### src/rtl/cache_arb_pkg.sv
`default_nettype none
// ============================================================================
// Module      : cache_arb_pkg
// Description : Shared types and constants for the two-port cache arbiter.
// Revision    : 1.0 - initial release
// ============================================================================
package cache_arb_pkg;

    typedef enum logic [2:0] {
        IDLE = 3'd0,
        AR   = 3'd1,
        R    = 3'd2,
        AW   = 3'd3,
        W    = 3'd4,
        B    = 3'd5,
        DONE = 3'd6
    } arb_state_t;

    localparam logic [1:0] OKAY   = 2'b00;
    localparam logic [1:0] SLVERR = 2'b10;

    localparam bit FIRST_GRANT_DEFAULT = 1'b0;

endpackage
`default_nettype wire

### src/rtl/cache_arbiter.sv
`default_nettype none
// ============================================================================
// Module      : cache_arbiter
// Description : Round-robin arbiter serialising fetch and load/store requests
//               onto the cache's single AXI4-Lite-style slave port.
// Revision    : 1.0 - initial release
// ============================================================================
module cache_arbiter
    import cache_arb_pkg::*;
#(
    parameter bit FIRST_GRANT = FIRST_GRANT_DEFAULT
) (
    input  logic        clk,
    input  logic        rst,
    input  logic [1:0]  req,
    input  logic [1:0]  we,
    input  logic [63:0] addr,
    input  logic [63:0] wdata,
    input  logic [7:0]  wstrb,
    output logic [1:0]  done,
    output logic [31:0] rdata,
    output logic [1:0]  err,
    output logic        busy,
    output logic        grant,
    output logic [31:0] c_axi_araddr,
    output logic        c_axi_arvalid,
    input  logic        c_axi_arready,
    input  logic [31:0] c_axi_rdata,
    input  logic [1:0]  c_axi_rresp,
    input  logic        c_axi_rvalid,
    output logic        c_axi_rready,
    output logic [31:0] c_axi_awaddr,
    output logic        c_axi_awvalid,
    input  logic        c_axi_awready,
    output logic [31:0] c_axi_wdata,
    output logic [3:0]  c_axi_wstrb,
    output logic        c_axi_wvalid,
    input  logic        c_axi_wready,
    input  logic [1:0]  c_axi_bresp,
    input  logic        c_axi_bvalid,
    output logic        c_axi_bready
);

    // Sole requester always wins; under contention the one not served last wins.
    function automatic logic pick_winner(input logic [1:0] r, input logic last);
        if (r == 2'b01)
            return 1'b0;
        else if (r == 2'b10)
            return 1'b1;
        else
            return ~last;
    endfunction

    arb_state_t  r_state;
    logic        r_last;
    logic [31:0] r_addr;

    logic        w_win;
    logic        w_we;
    logic [31:0] w_addr;
    logic [31:0] w_wdata;
    logic [3:0]  w_wstrb;
    logic        w_unused_resp_lsb;

    assign w_win   = pick_winner(req, r_last);
    assign w_we    = we[w_win];
    assign w_addr  = w_win ? addr[63:32]  : addr[31:0];
    assign w_wdata = w_win ? wdata[63:32] : wdata[31:0];
    assign w_wstrb = w_win ? wstrb[7:4]   : wstrb[3:0];

    assign w_unused_resp_lsb = c_axi_rresp[0] ^ c_axi_bresp[0];

    // Only one channel is ever active, so one address register feeds both.
    assign c_axi_araddr = r_addr;
    assign c_axi_awaddr = r_addr;
    assign busy         = (r_state != IDLE);

    always_ff @(posedge clk) begin
        if (rst) begin
            r_state       <= IDLE;
            r_last        <= ~FIRST_GRANT;
            r_addr        <= '0;
            c_axi_arvalid <= 1'b0;
            c_axi_rready  <= 1'b0;
            c_axi_awvalid <= 1'b0;
            c_axi_wvalid  <= 1'b0;
            c_axi_bready  <= 1'b0;
            c_axi_wdata   <= '0;
            c_axi_wstrb   <= '0;
            done          <= '0;
            err           <= '0;
            rdata         <= '0;
            grant         <= 1'b0;
        end else begin
            case (r_state)
                IDLE: begin
                    err <= '0;
                    if (req != 2'b00) begin
                        grant       <= w_win;
                        r_addr      <= w_addr;
                        c_axi_wdata <= w_wdata;
                        c_axi_wstrb <= w_wstrb;
                        if (w_we) begin
                            c_axi_awvalid <= 1'b1;
                            r_state       <= AW;
                        end else begin
                            c_axi_arvalid <= 1'b1;
                            r_state       <= AR;
                        end
                    end
                end
                AR: begin
                    if (c_axi_arvalid && c_axi_arready) begin
                        c_axi_arvalid <= 1'b0;
                        c_axi_rready  <= 1'b1;
                        r_state       <= R;
                    end
                end
                R: begin
                    if (c_axi_rvalid && c_axi_rready) begin
                        c_axi_rready <= 1'b0;
                        rdata        <= c_axi_rdata;
                        err[grant]   <= c_axi_rresp[1];
                        done[grant]  <= 1'b1;
                        r_state      <= DONE;
                    end
                end
                AW: begin
                    if (c_axi_awvalid && c_axi_awready) begin
                        c_axi_awvalid <= 1'b0;
                        c_axi_wvalid  <= 1'b1;
                        r_state       <= W;
                    end
                end
                W: begin
                    if (c_axi_wvalid && c_axi_wready) begin
                        c_axi_wvalid <= 1'b0;
                        c_axi_bready <= 1'b1;
                        r_state      <= B;
                    end
                end
                B: begin
                    if (c_axi_bvalid && c_axi_bready) begin
                        c_axi_bready <= 1'b0;
                        err[grant]   <= c_axi_bresp[1];
                        done[grant]  <= 1'b1;
                        r_state      <= DONE;
                    end
                end
                DONE: begin
                    done    <= '0;
                    r_last  <= grant;
                    r_state <= IDLE;
                end
                default: r_state <= IDLE;
            endcase
        end
    end

endmodule
`default_nettype wire
### config.mk
export PLATFORM = sky130hd
export DESIGN_NAME = cache_arbiter
export DESIGN_NICKNAME = d
export VERILOG_FILES = /design/src/rtl/cache_arb_pkg.sv /design/src/rtl/cache_arbiter.sv
export SDC_FILE = /design/constraint.sdc
export NUM_CORES = 1
export LEC_CHECK = 0
export ABC_AREA = 0
export CAP_MARGIN = 20
export CORE_AREA = 2 2 127 129
export CTS_BUF_LIST = sky130_fd_sc_hd__clkbuf_16
export DETAILED_ROUTE_END_ITERATION = 12
export DIE_AREA = 0 0 129 131
export PLACE_DENSITY_LB_ADDON = 0.12
export SKIP_LAST_GASP = 1
export SLEW_MARGIN = 5
export SYNTH_ARGS = -nofsm -noshare
export SYNTH_HDL_FRONTEND = slang
export SYNTH_SLANG_ARGS = --single-unit
### constraint.sdc
create_clock -name clk -period 4.1 [get_ports clk]
set_input_delay 0.615 -clock clk [delete_from_list [all_inputs] [get_ports clk]]
set_output_delay 0.615 -clock clk [all_outputs]
set_load 0.01 [all_outputs]
==> results of run 1 <==
-- routing by layer --
| layer | up-vias | wire (um) | track usage (%) |
|---|---|---|---|
| met5 | - | 0 | 0 |
| met4 | 0 | 482 | 9.207 |
| met3 | 32 | 1432 | 7.451 |
| met2 | 224 | 8204 | 32.06 |
| met1 | 2279 | 6132 | 19.45 |
| li1 | 2518 | - | - |
-- Yosys cell counts (2+ instances only) --
cell	instances
buf_2	24
buf_4	36
a211o_1	3
inv_1	4
nand3_1	6
a31oi_1	4
buf_6	5
dfxtp_1	114
nand4_1	2
nor2b_1	3
nor3_1	2
a21boi_0	2
o32ai_1	2
nor2_1	76
a211oi_1	69
nand2_1	76
clkbuf_1	14
a21oi_1	40
o21ai_0	5
mux2i_1	70
nand2b_1	4
-- flip-flops by register name, summed over array words and instances (netlist names) --
| name | cells |
|---|---|
| c_axi_arvalid | 1 |
| c_axi_wstrb | 4 |
| c_axi_bready | 1 |
| c_axi_rready | 1 |
| r_state | 3 |
| rdata | 32 |
| c_axi_wdata | 32 |
| err | 2 |
| c_axi_wvalid | 1 |
| r_last | 1 |
| c_axi_awvalid | 1 |
| grant | 1 |
| done | 2 |
| c_axi_araddr | 32 |
-- through the flow --
| stage | worst slack, ps | power (W) |
|---|---|---|
| after floorplan | 2314 | 0.003077 |
| after global placement | 1360 | 0.004080 |
| after detailed placement | 1290 | 0.004119 |
| after CTS | 1471 | 0.005639 |
| after global routing | 1352 | 0.005924 |
| final | 1497 | 0.005570 |
-- worst max-delay path by stage --
stage	startpoint	end	slack, ps	cells past startpoint
3_3_place_gp	req[0]	r_state[1]$_SDFFE_PP0P_	1360	5
4_1_cts	r_state[0]$_SDFFE_PP0P_	busy	1470	3
5_1_grt	r_state[0]$_SDFFE_PP0P_	busy	1350	3
3_5_place_dp	req[0]	c_axi_araddr[7]$_SDFFE_PP0P_	1290	6
2_1_floorplan	req[0]	c_axi_araddr[22]$_SDFFE_PP0P_	2310	6
6_report	r_state[0]$_SDFFE_PP0P_	busy	1500	3
-- kinds of logic (layout without fill, tap and decap cells) --
group | after synthesis | count (layout) | synth area share (%)
muxes | 70 | 70 | 13.69
buffers and inverters | 83 | 364 | 10.05
DFF | 114 | 114 | 44.60
and+or+nand+nor | 175 | 175 | 14.30
adders and majority gates | 1 | 1 | 0.1956
AOI/OAI and AO/OA | 131 | 131 | 17.16
-- layout make-up --
type                            count  area [um2]  area share [%]
Clock buffer                       17       425.4           4.831
Clock inverter                     15       175.2           1.989
Inverter                            4       15.01          0.1705
Multi-Input combinational cell    377        2325           26.40
Sequential cell                   114        2282           25.92
Tap cell                          216       270.3           3.069
Timing Repair Buffer              328        3313           37.62
-- power by group through the flow --
stage,combinational (W),clock [W],sequential (W)
floorplan,0.00132,0,0.00176
global placement,0.00239,0,0.00169
detailed placement,0.00242,0,0.00170
CTS,0.00242,0.00153,0.00169
global route,0.00261,0.00159,0.00173
finish,0.00239,0.00150,0.00168
-- cell usage in the layout, fill, tap and decap left out, types with 2 or more instances in the layout --
| cell type | Yosys | routed |
|---|---|---|
| clkdlybuf4s50_1 | 0 | 322 |
| dfxtp_1 | 114 | 114 |
| nor2_1 | 76 | 76 |
| nand2_1 | 76 | 76 |
| mux2i_1 | 70 | 70 |
| a211oi_1 | 69 | 69 |
| a21oi_1 | 40 | 40 |
| clkbuf_16 | 0 | 17 |
| inv_1 | 4 | 7 |
| nand3_1 | 6 | 6 |
| o21ai_0 | 5 | 5 |
| clkinv_2 | 0 | 5 |
| nand2b_1 | 4 | 4 |
| a31oi_1 | 4 | 4 |
| bufinv_16 | 0 | 4 |
| nor2b_1 | 3 | 3 |
| a211o_1 | 3 | 3 |
| buf_12 | 0 | 3 |
| a21boi_0 | 2 | 2 |
| o32ai_1 | 2 | 2 |
| nor3_1 | 2 | 2 |
| nand4_1 | 2 | 2 |
| clkinvlp_4 | 0 | 2 |
| buf_4 | 36 | 2 |
-- worst max-delay path, delay by kind of cell, from the launching register on --
family                 cells  cell delay (ps)
AND/OR/NAND/NOR            2              320
flip-flops                 1              700
buffers and inverters      1              550
==> impl_metrics.json, run 1 <==
{
  "maxCapViolCount": 0,
  "setup_viol": 0,
  "fin_area_um2": 8806,
  "netlist_instances": 574,
  "rsz0062_at_grt": "false",
  "async_reset_ff_share_pct": 0,
  "drive_gt1_share_pct": 4.678,
  "grt_pass1_wl_mm": 23.98,
  "io-pin-count": 326,
  "wire_per_inst_um": 15.17,
  "hold_path_end": "rdata[7]$_SDFFE_PP0P_",
  "r2r_cells": 5,
  "die_area_um2": 16900,
  "die_w_um": 129,
  "ctsLongestPathBuffers": 2,
  "yosysTopAreaCellShare_pct": 44.60,
  "tritoncts": "done",
  "tns_ps": 0,
  "p_leak_nw": 3.463,
  "netlist_area_um2": 5117,
  "cpMaxStageDelayCell": "dfxtp_1",
  "placed_cell_area_um2": 8205,
  "antenna_found_initial": 0,
  "drt_iter0_markers": 219,
  "fin_cells": 1071,
  "max_freq_ghz": 0.3841,
  "filler_cell_count": 1412,
  "core_area_um2": 15600,
  "synth.area.top_cells": "dfxtp_1 45%, mux2i_1 14%, a211oi_1 10%",
  "cts.sink_count": 114,
  "synth-main-ff-cell": "dfxtp_1",
  "dp_cells": 1039,
  "netSwitchingFraction_pct": 33.28,
  "worstSetupPathType": "reg2out",
  "powerDensity_nw_per_um2": 632.5,
  "combinationalPowerShare_pct": 42.9,
  "critPathLaunchType": "flop",
  "first_pass_iters": 5,
  "area_growth_pct": 72.08,
  "internal-power_w": 0.003716,
  "crit_fanout": 19,
  "required_ps": 3480,
  "power_frac_clock_pct": 26.8,
  "ctsHtreeMaxLevel": 4,
  "utilization_pct": 56.46,
  "ctsResizeCount": 0,
  "clock_skew_ps": 5.734,
  "yosysUniqueCellTypes": 34,
  "ys_seq_elements": 114,
  "grt.overflow.total": 0,
  "vias": 5053,
  "tightest_slew_ps": 923.1,
  "vdd.ir_drop.worst_v": 0.0004036,
  "place_congestion": 0.7811,
  "post_cts_buffers": 0,
  "start_util_pct": 32.81,
  "slew_viol_final": 0,
  "finalHoldViolations": 0,
  "insertion_delay_ps": 410,
  "finalCriticalPeriod_ps": 2603,
  "synth_enable_flop_cells": 0,
  "route.detailed.drc": 0,
  "cts_inserted_buffers": 17,
  "min_from": "rdata[7]$_SDFFE_PP0P_",
  "ff2ff_setup_slack_ps": 1870,
  "outcome": "finished, final reports clean",
  "avgViaCountPerCell": 4.718,
  "slew_headroom_pct": 38.26,
  "hp-class": "reg2reg",
  "fin_crit_sh_pct": 63.49,
  "syn_avg_cell_area_um2": 8.915,
  "yosysSeqAreaShare_pct": 44.60,
  "syn-num-nets": 757,
  "worstPathArrival_ps": 1990,
  "die_y_um": 131,
  "antenna_cells": 0,
  "r2r_end": "rdata[19]$_SDFFE_PP0P_",
  "seq_power_share_pct": 30.2,
  "grt_max_degree": 77,
  "end_kind": "output pin",
  "port_buffers": 323,
  "totalWireLength_mm": 16.25,
  "yosysWarnings": 0,
  "ant_nets": 0,
  "hold_buffers": 0,
  "path_clk_slew_ps": 50,
  "holdPathStages": 2,
  "synth_top_area_cell": "dfxtp_1",
  "clock-root-buffer": "clkbuf_16",
  "whs_ps": 451.2,
  "groute.usage.overall_pct": 18.45,
  "r2r_start": "r_state[1]$_SDFFE_PP0P_",
  "nets": 1025,
  "worst_path_largest_cell_delay_ps": 700,
  "num_rows": 46,
  "hpwl_mm": 12.43,
  "netSwitchingPower_w": 0.001854,
  "path_cells": "nor2_1 > nand2_1 > clkdlybuf4s50_1",
  "first_global_vias": 4719
}
Power figures use the tool's default switching activity.
==> run 2, diff against run 1 <==
--- a/config.mk
+++ b/config.mk
@@ -7,10 +7,9 @@
 export LEC_CHECK = 0
 export ABC_AREA = 0
 export CAP_MARGIN = 20
-export CORE_AREA = 2 2 127 129
+export CORE_UTILIZATION = 33
 export CTS_BUF_LIST = sky130_fd_sc_hd__clkbuf_16
 export DETAILED_ROUTE_END_ITERATION = 12
-export DIE_AREA = 0 0 129 131
 export PLACE_DENSITY_LB_ADDON = 0.12
 export SKIP_LAST_GASP = 1
 export SLEW_MARGIN = 5
==> constraint.sdc (replaced) <==
create_clock -name clk -period 2.2 [get_ports clk]
set_input_delay 0.33 -clock clk [delete_from_list [all_inputs] [get_ports clk]]
set_output_delay 0.33 -clock clk [all_outputs]
set_load 0.01 [all_outputs]
==> run 2 against run 1 <==
  * Combinational power up 88%
  * Sequential share of layout area is essentially flat
  * Register-to-register slack got worse by 1500 ps
  * Critical endpoint unchanged
  * Largest power group unchanged
  * Highest routed layer unchanged
==> impl_metrics.json, run 2 (synthesis gave the netlist of run 1 again) <==
{
  "grt.overflow.total": 0,
  "wire_per_inst_um": 15.10,
  "totalWireLength_mm": 15.81,
  "slew_viol_final": 0,
  "grt_max_degree": 91,
  "core_area_um2": 15150,
  "powerDensity_nw_per_um2": 1179,
  "r2r_end": "r_state[0]$_SDFFE_PP0P_",
  "die_y_um": 126.5,
  "cts.sink_count": 114,
  "vias": 5008,
  "insertion_delay_ps": 410,
  "num_rows": 45,
  "ctsLongestPathBuffers": 2,
  "grt_pass1_wl_mm": 24.92,
  "groute.usage.overall_pct": 19.96,
  "final_cell_mix": "322 x clkdlybuf4s50_1, 113 x dfxtp_1, 76 x nor2_1, 76 x nand2_1, 70 x mux2i_1",
  "clock_skew_ps": 11.37,
  "max_freq_ghz": 0.4808,
  "die_area_um2": 16010,
  "port_buffers": 323,
  "outcome": "finished, final reports clean",
  "crit_fanout": 10,
  "maxCapViolCount": 0,
  "start_util_pct": 33.79,
  "ctsHtreeMaxLevel": 4,
  "crit_end": "busy",
  "hpwl_mm": 11.89,
  "r2r_cells": 5,
  "setup_viol": 0,
  "first_pass_iters": 4,
  "vdd.ir_drop.worst_v": 0.0007513,
  "tightest_slew_ps": 541.1,
  "tns_ps": 0,
  "route.detailed.drc": 0,
  "worstPathArrival_ps": 1750,
  "ff2ff_setup_slack_ps": 340,
  "io-pin-count": 326,
  "antenna_cells": 0,
  "drt_iter0_markers": 223,
  "cpMaxStageDelayCell": "clkdlybuf4s50_1",
  "avgViaCountPerCell": 4.783,
  "first_global_vias": 4972,
  "place_congestion": 0.8518,
  "holdPathStages": 2,
  "path_cells": "inv_1 > nand2_1 > clkdlybuf4s50_1",
  "finalHoldViolations": 0,
  "worst_path_largest_cell_delay_ps": 560,
  "antenna_found_initial": 0,
  "whs_ps": 373.9,
  "layout_commonest_cell": "clkdlybuf4s50_1",
  "rsz0062_at_grt": "false",
  "hp-class": "in2reg",
  "drive_gt1_share_pct": 5.122,
  "end_kind": "output pin",
  "critPathLaunchType": "flop",
  "nets": 1030,
  "startpoint": "r_state[2]$_SDFFE_PP0P_",
  "clock-root-buffer": "clkbuf_16",
  "required_ps": 1870,
  "setup_ws_ps": 120.2,
  "slew_headroom_pct": 63.85,
  "cts_inserted_buffers": 17,
  "p_leak_nw": 3.481,
  "dpl_worst_slack_ps": 132.1,
  "die_w_um": 126.5,
  "tritoncts": "done",
  "fin_crit_sh_pct": 94.53,
  "path_clk_slew_ps": 60,
  "r2r_start": "r_state[2]$_SDFFE_PP0P_",
  "totalPowerFinal_w": 0.01039,
  "worstSetupPathType": "reg2out",
  "finalCriticalPeriod_ps": 2080,
  "hold_buffers": 0,
  "ant_nets": 0,
  "area_growth_pct": 72.20
}
-- run 2: changes by cell type in the layout (fill, tap and decap cells not counted) --
cell and delta:
buf_4 +5, clkinv_2 -3, clkinv_1 +2, buf_12 +1
buf_8 -1, clkinv_4 +1, dfxtp_1 -1, dfxtp_2 +1
inv_1 -1
-- run 2: what timing repair did --
action | in CTS | in global routing
endpoints found under the setup margin | 0 | 1
resized for setup | 0 | 1
buffers inserted | 0 | 0
hold endpoints to repair | 0 | 0
-- run 2: how the worst min path moves through the flow --
stage,end,from
2_1_floorplan,rdata[0]$_SDFFE_PP0P_,c_axi_rdata[0]
3_3_place_gp,rdata[23]$_SDFFE_PP0P_,rdata[23]$_SDFFE_PP0P_
3_5_place_dp,rdata[7]$_SDFFE_PP0P_,rdata[7]$_SDFFE_PP0P_
4_1_cts,c_axi_bready$_SDFFE_PP0P_,rst
5_1_grt,c_axi_bready$_SDFFE_PP0P_,rst
6_report,c_axi_bready$_SDFFE_PP0P_,rst
-- run 2: power breakdown --
part	switching, W	leakage (nW)	total, W	internal (W)
logic	0.00209	2.25	0.00449	0.00240
clock network	0.000940	0.294	0.00280	0.00186
registers	0.000437	0.937	0.00310	0.00267
total	0.00347	3.48	0.0104	0.00692
-- run 2: area by class of cell --
cell class	instances	area [um2]
multi-input cells	377	2325
repair buffers	333	3356
fillers	1336	6334
well taps	188	235.2
clock buffers	17	425.4
flip-flops and latches	114	2283
clock inverters	14	172.7
inverters	4	15.01
-- run 2: metal layers --
| layer | vias to the layer above | share of wire [%] | global-route usage (%) |
|---|---|---|---|
| li1 | 2530 | - | - |
| met1 | 2262 | 39 | 20.50 |
| met2 | 199 | 51 | 36.43 |
| met3 | 17 | 8.1 | 7.887 |
| met4 | 0 | 1.8 | 7.442 |
| met5 | - | 0 | 0 |
-- run 2: worst max-delay path, delay by kind of cell (launching register included) --
kind	cells	cell delay (ps)
buffers and inverters	2	730
flip-flops	1	500
AND/OR/NAND/NOR	1	110
-- run 2: through the flow --
stage          cells  cell area, um2  utilization, %
2_1_floorplan    574            5117               -
3_3_place_gp    1016            8213           54.23
3_5_place_dp    1016            8213           54.23
4_1_cts         1047            8811           58.17
5_1_grt         1047            8812           58.18
6_report        1047            8812           58.18
==> run 3, diff against run 2 <==
--- a/config.mk
+++ b/config.mk
@@ -9,6 +9,7 @@
 export CAP_MARGIN = 20
 export CORE_UTILIZATION = 33
 export CTS_BUF_LIST = sky130_fd_sc_hd__clkbuf_16
+export CTS_CLUSTER_DIAMETER = 200
 export DETAILED_ROUTE_END_ITERATION = 12
 export PLACE_DENSITY_LB_ADDON = 0.12
 export SKIP_LAST_GASP = 1
==> results of run 3 <==
Final layout, timing and power as in run 2 (identical DEF).
==> patch 1 (settings of run 3) <==
Encoding of `arb_state_t`: now one-hot (7 bits for 7 states).
--- a/src/rtl/cache_arb_pkg.sv
+++ b/src/rtl/cache_arb_pkg.sv
@@ -7,12 +7,12 @@
 package cache_arb_pkg;
 
-    typedef enum logic [2:0] {
-        IDLE = 3'd0,
-        AR   = 3'd1,
-        R    = 3'd2,
-        AW   = 3'd3,
-        W    = 3'd4,
-        B    = 3'd5,
-        DONE = 3'd6
+    typedef enum logic [6:0] {
+        IDLE = 7'b0000001,
+        AR   = 7'b0000010,
+        R    = 7'b0000100,
+        AW   = 7'b0001000,
+        W    = 7'b0010000,
+        B    = 7'b0100000,
+        DONE = 7'b1000000
     } arb_state_t;
 
Formal check against the unedited RTL: same outputs for any inputs over 4 cycles, from zero or initial values and one cycle with rst high; so few cycles prove little.
==> patch 1 against run 3 <==
  * Via count rose by 7.0%
  * Maximum frequency is 2.5% lower
  * Largest power group unchanged
  * Cell area up 5.3%
  * Largest cell class unchanged
  * Sequential cell count rose by 4
  * Synthesized cell count increased by 3.3%
  * Sequential share of layout area is 0.44 points lower
  * Routed wire length grew 14%
  * Clock skew fell by 0.0048 ns
  * Clock power decreased by 5%
  * Sequential power decreased by 13%
  * Synthesized area is 6.6% higher
  * Setup slack got worse by 0.053 ns
  * Total power is 22% lower
==> patch 1: results (changes against run 3) <==
| Metric | Value |
|---|---|
| Cells after DPL | 1071 (was 1016) |
| Multi-input logic portion of the cell area | 28.1% (was 26.4%) |
| Synthesized area | 5460 µm² (was 5120 µm²) |
| Share of cells above drive strength 1 | 10.1% (was 5.12%) |
| 1st-iter DRT viols | 206 (was 223) |
| Lkg Pwr | 3.62 nW (was 3.48 nW) |
| Data arrival time of the critical path | 1.80 ns (was 1.75 ns) |
| Final worst hold slack | 0.187 ns (was 0.374 ns) |
| Worst flop-to-flop path startpoint | r_state[3] (was r_state[2]) |
| CP max stage delay | 0.40 ns (was 0.56 ns) |
| Reg area | 2360 µm² (was 2280 µm²) |
| Synth cell count leaders | 118 x dfxtp_1, 84 x nor2_1, 76 x nand2_1 (was 114 x dfxtp_1, 76 x nand2_1, 76 x nor2_1) |
| Final setup margin | 0.0668 ns (was 0.120 ns) |
| Number of combinational gates with multiple inputs | 394 (was 377) |
| Drt via density | 4.83 (was 4.78) |
| Post-cts gate resize count | 1 (was 0) |
| XOR/XNOR share of the synthesized area | 0.161% (was 0%) |
| Relative area of clock buffers and inverters in the final design | 6.11% (was 6.79%) |
| Area taken by multi-input logic gates | 2600 µm² (was 2320 µm²) |
| Library cells used by synthesis | 42 (was 34) |
| Post-synthesis share of cell area spent on full adders, half adders and majority gates | 0.183% (was 0.196%) |
| Worst slew margin | 54.1% (was 63.9%) |
| Global-route wire length before repair | 25800 µm (was 24900 µm) |
| Run status | finished clean (unchanged) |
| Area fraction in compound gates after synthesis | 19.4% (was 17.2%) |
| Clk_skew | 0.00655 ns (was 0.0114 ns) |
| Syn_nets | 776 (was 757) |
| Portion of netlist area occupied by mux cells | 12.7% (was 13.7%) |
| Post-CTS setup buffer count | 1 (was 0) |
| Number of global-route vias before repair | 5124 (was 4972) |
| Final-layout non-clock buffer area share | 37.2% (was 38.1%) |
| Number of cells on the worst reg-to-reg path | 8 (was 5) |
| Max stage delay cell, worst path | or3_4 (was clkdlybuf4s50_1) |
| FF-to-FF End | c_axi_wdata[30] (was r_state[0]) |
| R2r setup slk | 0.11 ns (was 0.34 ns) |
| Maximum resistive drop on vdd | 508 µV (was 751 µV) |
| Routed via count | 5357 (was 5008) |
| Placed Instance Area | 8630 µm² (was 8210 µm²) |
| Mapped Cells | 593 (was 574) |
[patch 1: changes by cell type in the layout (fill, tap and decap cells not counted), moves of 3 or more]
cell        delta
a211oi_1      -29
a211oi_2      +30
a22oi_1        +3
buf_4          +7
buf_6          +3
clkinvlp_4     +3
dfxtp_1        +4
nand3_1        -4
nor2_1         +7
o21ai_0        -3
or3_1          +3
[patch 1: metal layers]
| layer | track usage, % | part of all wire (%) |
|---|---|---|
| met3 | 8.27 | 9.3 |
| met1 | 19.8 | 37 |
| met5 | 0 | 0 |
| met2 | 37.6 | 52 |
| met4 | 7.23 | 1.6 |
[patch 1: power by group]
part / leakage, nW / internal [mW] / switching [mW] / total [mW]
Combinational: 2.38 / 1.56 / 1.24 / 2.80
Clock: 0.271 / 1.65 / 1.00 / 2.65
Sequential: 0.969 / 2.47 / 0.239 / 2.71
Total: 3.62 / 5.67 / 2.48 / 8.15
==> patch 2 (flow settings as in run 3) <==
Without the edit above. The package constant `FIRST_GRANT_DEFAULT` goes from 1'b0 to 1'b1.
--- a/src/rtl/cache_arb_pkg.sv
+++ b/src/rtl/cache_arb_pkg.sv
@@ -20,5 +20,5 @@
     localparam logic [1:0] SLVERR = 2'b10;
 
-    localparam bit FIRST_GRANT_DEFAULT = 1'b0;
+    localparam bit FIRST_GRANT_DEFAULT = 1'b1;
 
 endpackage
Behaviour: not the same (a bounded check fails within 4 cycles, from zero or initial values and one cycle with rst high).
==> patch 2 against run 3 <==
  * Total power rose by 0.18%
  * First-iteration DRC count fell by 29%
  * Synthesized area fell by 0.15%
  * Combinational power fell by 2%
  * Register-to-register slack improved by 0.06 ns
  * Sequential cell count did not move
  * Highest routed layer unchanged
  * Routed wire length fell by 1.4%
  * Setup slack got worse by 0.0068 ns
  * Global-route usage barely moved
  * Synthesized cell count did not move
  * Cell area rose by 0.60%
  * Die area fell by 0.15%
==> patch 2: results (changes against run 3) <==
| Metric | Value |
|---|---|
| Post-Route WL | 15600 µm (was 15800 µm) |
| Maximum number of pins on one net before global-route repair | 81 (was 91) |
| Sequential share of power | 29.8% (was 29.9%) |
| Layout filler cell count | 1307 (was 1336) |
| Clk_skew | 0.00788 ns (was 0.0114 ns) |
| Drt via density | 4.75 (was 4.78) |
| Routed length per instance | 14.9 µm (was 15.1 µm) |
| Final setup margin | 0.113 ns (was 0.120 ns) |
| Share of cells above drive strength 1 | 5.12% (about the same) |
| Run status | finished clean (unchanged) |
| CP top delay family | flip-flops (was buffers and inverters) |
| Fraction of the yosys area taken by sequential cells | 44.7% (was 44.6%) |
| Global-route wire length before repair | 25000 µm (was 24900 µm) |
| Portion of netlist area occupied by mux cells | 13.9% (was 13.7%) |
| Worst flop-to-flop path startpoint | r_state[1] (was r_state[2]) |
| Maximum resistive drop on vdd | 849 µV (was 751 µV) |
| Met2 routing resource usage after global routing | 37.6% (was 36.4%) |
| FF-to-FF End | rdata[8] (was r_state[0]) |
| Synth cell count leaders | 114 x dfxtp_1, 77 x nor2_1, 76 x nand2_1 (was 114 x dfxtp_1, 76 x nand2_1, 76 x nor2_1) |
| 1st-iter DRT viols | 159 (was 223) |
| Power in combinational cells | 4.41 mW (was 4.49 mW) |
| Slew at the pin closest to its max-slew limit | 0.529 ns (was 0.541 ns) |
| Library cells used by synthesis | 35 (was 34) |
| Avg Cell Area, Syn | 8.90 µm² (was 8.92 µm²) |
| R2r setup slk | 0.40 ns (was 0.34 ns) |
| Amount of wire on met2 after detailed routing | 8300 µm (was 8020 µm) |
| Post-synthesis share of cell area spent on full adders, half adders and majority gates | 0.220% (was 0.196%) |
| Synthesized area | 5110 µm² (was 5120 µm²) |
==> patch 2: cell count changes after synthesis, moves of 2 or more <==
| cell | run 3 | this run |
|---|---|---|
| a211oi_1 | 69 | 71 |
| buf_2 | 24 | 16 |
| buf_4 | 36 | 43 |
| buf_6 | 5 | 2 |
| clkbuf_1 | 14 | 18 |
| nand3_1 | 6 | 4 |
| nor3_1 | 2 | 0 |
==> patch 2: worst register-to-register path, stage by stage, from the launching register on <==
cell and delay (ns):
dfxtp_1 0.57, nand2b_1 0.20, or2_2 0.37, nor2_4 0.18, buf_12 0.19, nand2_1 0.08, a21oi_1 0.13
==> patch 2: final cells by class <==
class	count	share of cell area, %
Clock buffer	17	4.80
Clock inverter	15	2.23
Inverter	4	0.169
Multi-Input combinational cell	377	26.3
Sequential cell	114	25.7
Tap cell	188	2.65
Timing Repair Buffer	333	38.1
